$ cat config.mk
export PLATFORM = sky130hd
export DESIGN_NAME = seq_divider_flat
export DESIGN_NICKNAME = d
export VERILOG_FILES = /design/src/rtl/seq_divider_pkg.sv /design/src/rtl/seq_divider_if.sv /design/src/rtl/seq_divider_div_sub_stage.sv /design/src/rtl/seq_divider.sv /design/src/flat_wrapper.sv
export SDC_FILE = /design/constraint.sdc
export NUM_CORES = 1
export LEC_CHECK = 0
export BUFFER_PORTS_ARGS = -buffer_cell sky130_fd_sc_hd__buf_2
export CAP_MARGIN = 40
export CORE_UTILIZATION = 40
export DETAILED_ROUTE_END_ITERATION = 16
export GPL_ROUTABILITY_DRIVEN = 1
export PLACE_DENSITY = 0.69
export REMOVE_ABC_BUFFERS = 1
export SLEW_MARGIN = 20
export SYNTH_ARGS = -nofsm -noshare
export SYNTH_HDL_FRONTEND = slang
export SYNTH_SLANG_ARGS = --single-unit
$ cat constraint.sdc
create_clock -name clk -period 2.66 [get_ports clk]
set_input_delay 0.532 -clock clk [delete_from_list [all_inputs] [get_ports clk]]
set_output_delay 0.532 -clock clk [all_outputs]
set_load 0.1 [all_outputs]
$ cat src/rtl/seq_divider_pkg.sv
// Shared types and helpers for the iterative restoring divider.
package seq_divider_pkg;

    typedef enum logic [1:0] {
        ST_IDLE = 2'd0,
        ST_RUN  = 2'd1,
        ST_DONE = 2'd2
    } state_e;

    localparam int DIV_N = 8;

    function automatic int cnt_width(input int n);
        return $clog2(n);
    endfunction

endpackage

$ cat src/rtl/seq_divider_if.sv
// Start/done handshake and operand/result bundle for seq_divider.
interface seq_divider_if #(parameter int N = 8);

    logic         start;
    logic [N-1:0] dividend;
    logic [N-1:0] divisor;
    logic         busy;
    logic         done;
    logic [N-1:0] quotient;
    logic [N-1:0] remainder;
    logic         div_by_zero;

    modport master (
        output start, dividend, divisor,
        input  busy, done, quotient, remainder, div_by_zero
    );

    modport slave (
        input  start, dividend, divisor,
        output busy, done, quotient, remainder, div_by_zero
    );

endinterface

$ cat src/rtl/seq_divider_div_sub_stage.sv
// Combinational trial subtractor: diff = a - b with borrow out, same borrow
// semantics as the add/sub datapath.
module div_sub_stage #(
    parameter int W = 9
) (
    input  logic [W-1:0] a,
    input  logic [W-1:0] b,
    output logic [W-1:0] diff,
    output logic         borrow
);

    assign {borrow, diff} = {1'b0, a} - {1'b0, b};

endmodule

$ cat src/rtl/seq_divider.sv
// Iterative unsigned restoring divider: one trial subtract per clock,
// N clocks per divide, start/done handshake.
module seq_divider
    import seq_divider_pkg::*;
#(
    parameter int N = DIV_N
) (
    input  logic          clk,
    input  logic          rst,
    seq_divider_if.slave  bus
);

    localparam int CW = cnt_width(N);

    state_e        state_q, state_d;
    logic [CW-1:0] cnt_q, cnt_d;
    logic [N-1:0]  q_q, q_d;
    logic [N-1:0]  rem_q, rem_d;
    logic [N-1:0]  dvs_q, dvs_d;
    logic [N-1:0]  quotient_q, quotient_d;
    logic [N-1:0]  remainder_q, remainder_d;
    logic          busy_q, busy_d;
    logic          done_q, done_d;
    logic          dbz_q, dbz_d;

    logic [N:0]    rem_sh;
    logic [N:0]    trial;
    logic          borrow;
    logic          take;

    assign rem_sh = {rem_q, q_q[N-1]};

    div_sub_stage #(.W(N+1)) u_sub (
        .a      (rem_sh),
        .b      ({1'b0, dvs_q}),
        .diff   (trial),
        .borrow (borrow)
    );

    // With rem < divisor held as an invariant, a borrow-free trial always fits N bits.
    assign take = ~borrow & ~trial[N];

    always_comb begin
        // NOTE: every _d gets a default first so no path leaves a signal unassigned (no latches).
        state_d     = state_q;
        cnt_d       = cnt_q;
        q_d         = q_q;
        rem_d       = rem_q;
        dvs_d       = dvs_q;
        quotient_d  = quotient_q;
        remainder_d = remainder_q;
        dbz_d       = dbz_q;
        done_d      = 1'b0;

        case (state_q)
            ST_IDLE: begin
                if (bus.start) begin
                    dvs_d   = bus.divisor;
                    q_d     = bus.dividend;
                    rem_d   = '0;
                    cnt_d   = '0;
                    dbz_d   = 1'b0;
                    state_d = ST_RUN;
                end
            end
            ST_RUN: begin
                if (dvs_q == '0) begin
                    quotient_d  = '1;
                    remainder_d = q_q;
                    dbz_d       = 1'b1;
                    done_d      = 1'b1;
                    state_d     = ST_DONE;
                end else begin
                    q_d   = {q_q[N-2:0], take};
                    rem_d = take ? trial[N-1:0] : rem_sh[N-1:0];
                    cnt_d = cnt_q + CW'(1);
                    if (cnt_q == CW'(N-1)) begin
                        quotient_d  = q_d;
                        remainder_d = rem_d;
                        done_d      = 1'b1;
                        state_d     = ST_DONE;
                    end
                end
            end
            ST_DONE: begin
                state_d = ST_IDLE;
            end
            default: begin
                state_d = ST_IDLE;
            end
        endcase

        busy_d = (state_d != ST_IDLE);
    end

    // NOTE: sequential state uses non-blocking assignments so every flop samples pre-edge values.
    always_ff @(posedge clk or posedge rst) begin
        if (rst) begin
            state_q     <= ST_IDLE;
            cnt_q       <= '0;
            q_q         <= '0;
            rem_q       <= '0;
            dvs_q       <= '0;
            quotient_q  <= '0;
            remainder_q <= '0;
            busy_q      <= 1'b0;
            done_q      <= 1'b0;
            dbz_q       <= 1'b0;
        end else begin
            state_q     <= state_d;
            cnt_q       <= cnt_d;
            q_q         <= q_d;
            rem_q       <= rem_d;
            dvs_q       <= dvs_d;
            quotient_q  <= quotient_d;
            remainder_q <= remainder_d;
            busy_q      <= busy_d;
            done_q      <= done_d;
            dbz_q       <= dbz_d;
        end
    end

    assign bus.busy        = busy_q;
    assign bus.done        = done_q;
    assign bus.quotient    = quotient_q;
    assign bus.remainder   = remainder_q;
    assign bus.div_by_zero = dbz_q;

endmodule
$ cat src/flat_wrapper.sv
// flat-port wrapper written by rule: the top's interface ports become plain ports
module seq_divider_flat import seq_divider_pkg::*;
#(
    parameter int N = DIV_N
)
  (clk, rst, bus_start, bus_dividend, bus_divisor, bus_busy, bus_done, bus_quotient, bus_remainder, bus_div_by_zero);
  seq_divider_if #(.N(N)) bus_i ();
  input  logic clk;
  input  logic rst;
  input wire logic [$bits(bus_i.start)-1:0] bus_start;
  input wire logic [$bits(bus_i.dividend)-1:0] bus_dividend;
  input wire logic [$bits(bus_i.divisor)-1:0] bus_divisor;
  output wire logic [$bits(bus_i.busy)-1:0] bus_busy;
  output wire logic [$bits(bus_i.done)-1:0] bus_done;
  output wire logic [$bits(bus_i.quotient)-1:0] bus_quotient;
  output wire logic [$bits(bus_i.remainder)-1:0] bus_remainder;
  output wire logic [$bits(bus_i.div_by_zero)-1:0] bus_div_by_zero;
  assign bus_i.start = bus_start;
  assign bus_i.dividend = bus_dividend;
  assign bus_i.divisor = bus_divisor;
  assign bus_busy = bus_i.busy;
  assign bus_done = bus_i.done;
  assign bus_quotient = bus_i.quotient;
  assign bus_remainder = bus_i.remainder;
  assign bus_div_by_zero = bus_i.div_by_zero;
  seq_divider #(.N(N)) u_core (.clk(clk), .rst(rst), .bus(bus_i));
endmodule
==> impl_metrics.xml <==
<?xml version="1.0" encoding="UTF-8"?>
<metrics>
  <group name="route">
    <metric name="first_pass_iters" unit="">4</metric>
    <metric name="ant_nets" unit="">0</metric>
    <metric name="detail_route.drc_violations" unit="">0</metric>
    <metric name="drt_iter0_markers" unit="">181</metric>
    <metric name="drt_wl_total" unit="mm">6.389</metric>
    <metric name="detailroute.via_count" unit="">2299</metric>
    <metric name="avgRoutedWirePerCell" unit="um">15.58</metric>
    <metric name="drt_via_density" unit="">5.607</metric>
  </group>
  <group name="grt">
    <metric name="first_global_vias" unit="">2197</metric>
    <metric name="grt_antenna_before_repair" unit="">0</metric>
    <metric name="first_pass_grt_wire_length" unit="mm">10.47</metric>
    <metric name="largest_net_degree_at_the_start_of_global_routing" unit="">49</metric>
    <metric name="grt_overflow" unit="">0</metric>
    <metric name="grt_util_all_layers" unit="%">20.64</metric>
  </group>
  <group name="placed_design">
    <metric name="dpl.hpwl" unit="mm">4.645</metric>
    <metric name="place.gp.congestion" unit="">0.9593</metric>
    <metric name="place.port_buffers" unit="">37</metric>
  </group>
  <group name="worst_setup_path">
    <metric name="slowest_cell_on_the_critical_path" unit="">sky130_fd_sc_hd__fa_1</metric>
    <metric name="critical_path.max_fanout" unit="">13</metric>
    <metric name="regToRegSetupSlack" unit="ns">0.16</metric>
    <metric name="worst-setup-path-type" unit="">reg2reg</metric>
    <metric name="startpoint_kind_of_the_worst_setup_timing_path" unit="">flop</metric>
    <metric name="count_of_buffer_and_inverter_cells_on_the_critical_path" unit="">1</metric>
    <metric name="timing.critical_path.required" unit="ns">2.86</metric>
    <metric name="worstPathCellList" unit="">inv_1 -&gt; ha_1 -&gt; fa_1 -&gt; nand2b_1 -&gt; a211oi_2 -&gt; or3_4 -&gt; o211ai_2 -&gt; a21boi_1 -&gt; o31ai_1</metric>
    <metric name="setup.worst_path.end_class" unit="">flop</metric>
    <metric name="longest_individual_stage_delay_on_the_worst_path" unit="ns">0.41</metric>
    <metric name="critPathTopFamily" unit="">compound AO/OA/AOI/OAI gates</metric>
    <metric name="worst_endpoint_data_arrival_time" unit="ns">2.70</metric>
  </group>
  <group name="sta">
    <metric name="maxSlewHeadroom" unit="%">54.63</metric>
    <metric name="fin_tns_setup" unit="ns">0</metric>
    <metric name="pin_slew_with_the_least_headroom_to_its_limit" unit="ns">0.6781</metric>
    <metric name="timing.clock.skew" unit="ns">0.01128</metric>
    <metric name="maxSlewViolCount" unit="">0</metric>
    <metric name="final_min_period_over_clock_period" unit="%">93.80</metric>
    <metric name="timing_hold_violations_final" unit="">0</metric>
    <metric name="grt_setup_unrepaired" unit="">no</metric>
    <metric name="maxClockFrequency" unit="MHz">400.8</metric>
    <metric name="period_minus_slack" unit="ns">2.495</metric>
    <metric name="report.final.setup_viol" unit="">0</metric>
  </group>
  <group name="finish">
    <metric name="final_layout_size_suffix_gt1_share" unit="%">19.70</metric>
    <metric name="insertedDiodeCount" unit="">0</metric>
    <metric name="area_growth_syn_to_layout" unit="%">16.39</metric>
    <metric name="area_used_by_multi_input_combinational_logic" unit="mm2">0.001299</metric>
    <metric name="filler_cell_count" unit="">603</metric>
    <metric name="num-nets-final" unit="">364</metric>
    <metric name="layout.area.seq" unit="mm2">0.001201</metric>
    <metric name="mostFrequentLayoutCell" unit="">sky130_fd_sc_hd__nand2_1</metric>
    <metric name="layout.cells.most_common_list" unit="">sky130_fd_sc_hd__nand2_1, sky130_fd_sc_hd__dfrtp_1, sky130_fd_sc_hd__buf_2</metric>
  </group>
  <group name="cts">
    <metric name="clk_root_buffer_cell" unit="">sky130_fd_sc_hd__clkbuf_8</metric>
    <metric name="tritoncts.num_buffers" unit="">5</metric>
    <metric name="path_clk_slew" unit="ns">0.09</metric>
    <metric name="clock_sink_count" unit="">48</metric>
    <metric name="cts_buffer_depth" unit="">2</metric>
    <metric name="htree_num_levels" unit="">2</metric>
    <metric name="tritoncts_clock_tree" unit="">yes</metric>
    <metric name="insertion_delay" unit="ns">0.32</metric>
  </group>
  <group name="synth">
    <metric name="synth.avg_cell_area" unit="um2">8.831</metric>
    <metric name="post_synth_edffs" unit="">0</metric>
    <metric name="yosys_warnings" unit="">0</metric>
    <metric name="syn_inst" unit="">294</metric>
    <metric name="post_synth_instance_area" unit="mm2">0.002596</metric>
    <metric name="ys_seq_elements" unit="">48</metric>
    <metric name="ys.flop_type" unit="">sky130_fd_sc_hd__dfrtp_1</metric>
    <metric name="synth.area.top_cells" unit="">sky130_fd_sc_hd__dfrtp_1, sky130_fd_sc_hd__nand2_1, sky130_fd_sc_hd__ha_1</metric>
    <metric name="synth_top_area_share" unit="%">46.27</metric>
    <metric name="ys_types" unit="">44</metric>
    <metric name="synth_async_sr_flop_share" unit="%">100.0</metric>
    <metric name="synth_seq_area_share" unit="%">46.27</metric>
    <metric name="synthDominantAreaCellType" unit="">sky130_fd_sc_hd__dfrtp_1</metric>
  </group>
  <group name="die">
    <metric name="standard_cell_core_area" unit="mm2">0.006096</metric>
    <metric name="die_area" unit="mm2">0.006817</metric>
    <metric name="fp-row-count" unit="">28</metric>
    <metric name="floorplan.die.height" unit="um">82.57</metric>
    <metric name="initial_utilization" unit="%">42.59</metric>
    <metric name="fp.dieW" unit="um">82.57</metric>
    <metric name="design.portCount" unit="">38</metric>
  </group>
  <group name="run_status">
    <metric name="status" unit="">finished, final reports clean</metric>
  </group>
  <group name="min_path">
    <metric name="worstHoldPathType" unit="">in2async</metric>
  </group>
  <group name="run">
    <metric name="maxCapViolations" unit="">0</metric>
  </group>
</metrics>
==> per-stage QoR <==
step                cells  area (um2)  worst slack [ns]  utilization, %  hold slack (ns)
floorplan             282        2542            0.1868               -           0.4428
global placement      402        2899            0.2531           47.56           0.4544
detailed placement    402        2899            0.1336           47.56           0.4670
CTS                   410        3020            0.1179           49.55           0.2521
global route          410        3022          0.007448           49.57           0.2689
finish                410        3022            0.1648           49.57           0.2324
==> synth_stat cells (2+ instances only) <==
master	instances
sky130_fd_sc_hd__nand2_1	63
sky130_fd_sc_hd__dfrtp_1	48
sky130_fd_sc_hd__nor2_1	23
sky130_fd_sc_hd__nand3_1	21
sky130_fd_sc_hd__o21ai_0	16
sky130_fd_sc_hd__inv_1	13
sky130_fd_sc_hd__nand4_1	12
sky130_fd_sc_hd__ha_1	10
sky130_fd_sc_hd__a31oi_1	8
sky130_fd_sc_hd__a22oi_1	7
sky130_fd_sc_hd__buf_2	7
sky130_fd_sc_hd__o211ai_1	7
sky130_fd_sc_hd__a21oi_1	5
sky130_fd_sc_hd__clkbuf_1	5
sky130_fd_sc_hd__o21ai_1	4
sky130_fd_sc_hd__o31ai_1	4
sky130_fd_sc_hd__nor2b_1	3
sky130_fd_sc_hd__nor4_1	3
sky130_fd_sc_hd__xnor2_1	3
sky130_fd_sc_hd__a21o_1	2
sky130_fd_sc_hd__and2_1	2
sky130_fd_sc_hd__nand2b_1	2
sky130_fd_sc_hd__nor3_1	2
sky130_fd_sc_hd__o21a_1	2
sky130_fd_sc_hd__or3_1	2
sky130_fd_sc_hd__xor2_1	2
==> registers in the layout, indices dropped and copies added (netlist names) <==
register and cells:
u_core.bus.div_by_zero 1, u_core.bus.quotient 8, u_core.cnt_q 3, u_core.dvs_q 8
u_core.bus.busy 1, u_core.q_q 8, u_core.bus.remainder 8, u_core.bus.done 1
u_core.state_q 2, u_core.rem_q 8
==> routing by layer <==
layer	GRT usage [%]	wire, um	vias to the layer above
li1	-	-	1116
met1	26.98	2938	1098
met2	33.14	2976	67
met3	3.956	285	18
met4	9.138	188	0
met5	0	0	-
==> worst paths after layout <==
check                                 from                end  depth (start not counted)
max in group asynchronous              rst      u_core.q_q[7]                          3
min                                    rst  u_core.state_q[1]                          3
min in group clk            bus_divisor[0]    u_core.dvs_q[0]                          3
max reg2reg                  u_core.q_q[7]    u_core.rem_q[1]                          9
max                          u_core.q_q[7]    u_core.rem_q[1]                          9
min reg2reg                u_core.cnt_q[2]    u_core.cnt_q[2]                          2
==> logic make-up after synthesis <==
group / share of synthesized area [%]
AO/OA/AOI/OAI: 18.27
AND/OR/NAND/NOR: 24.24
XOR/XNOR: 1.687
adder cells (fa/ha/maj): 5.590
flip-flops: 46.26
buffers and inverters: 3.952
==> cell type report <==
class,count,share of cell area (%)
Tap cell,75,3.106
Clock inverter,2,1.284
Clock buffer,6,2.733
Timing Repair Buffer,45,8.530
Multi-Input combinational cell,221,42.98
Sequential cell,48,39.75
Inverter,13,1.615
==> repair_timing <==
item,4_1_cts,5_1_grt
hold buffers,0,0
setup endpoints to repair,0,4
setup buffers,0,0
resized for setup,0,1
==> tightest hold or removal path, stage by stage <==
cell and delay (ns):
sky130_fd_sc_hd__buf_2 0.10, sky130_fd_sc_hd__inv_2 0.06, sky130_fd_sc_hd__buf_12 0.24
Power is not shown: default switching activity piles up to over one toggle a cycle in this logic, so the estimate is an artifact.
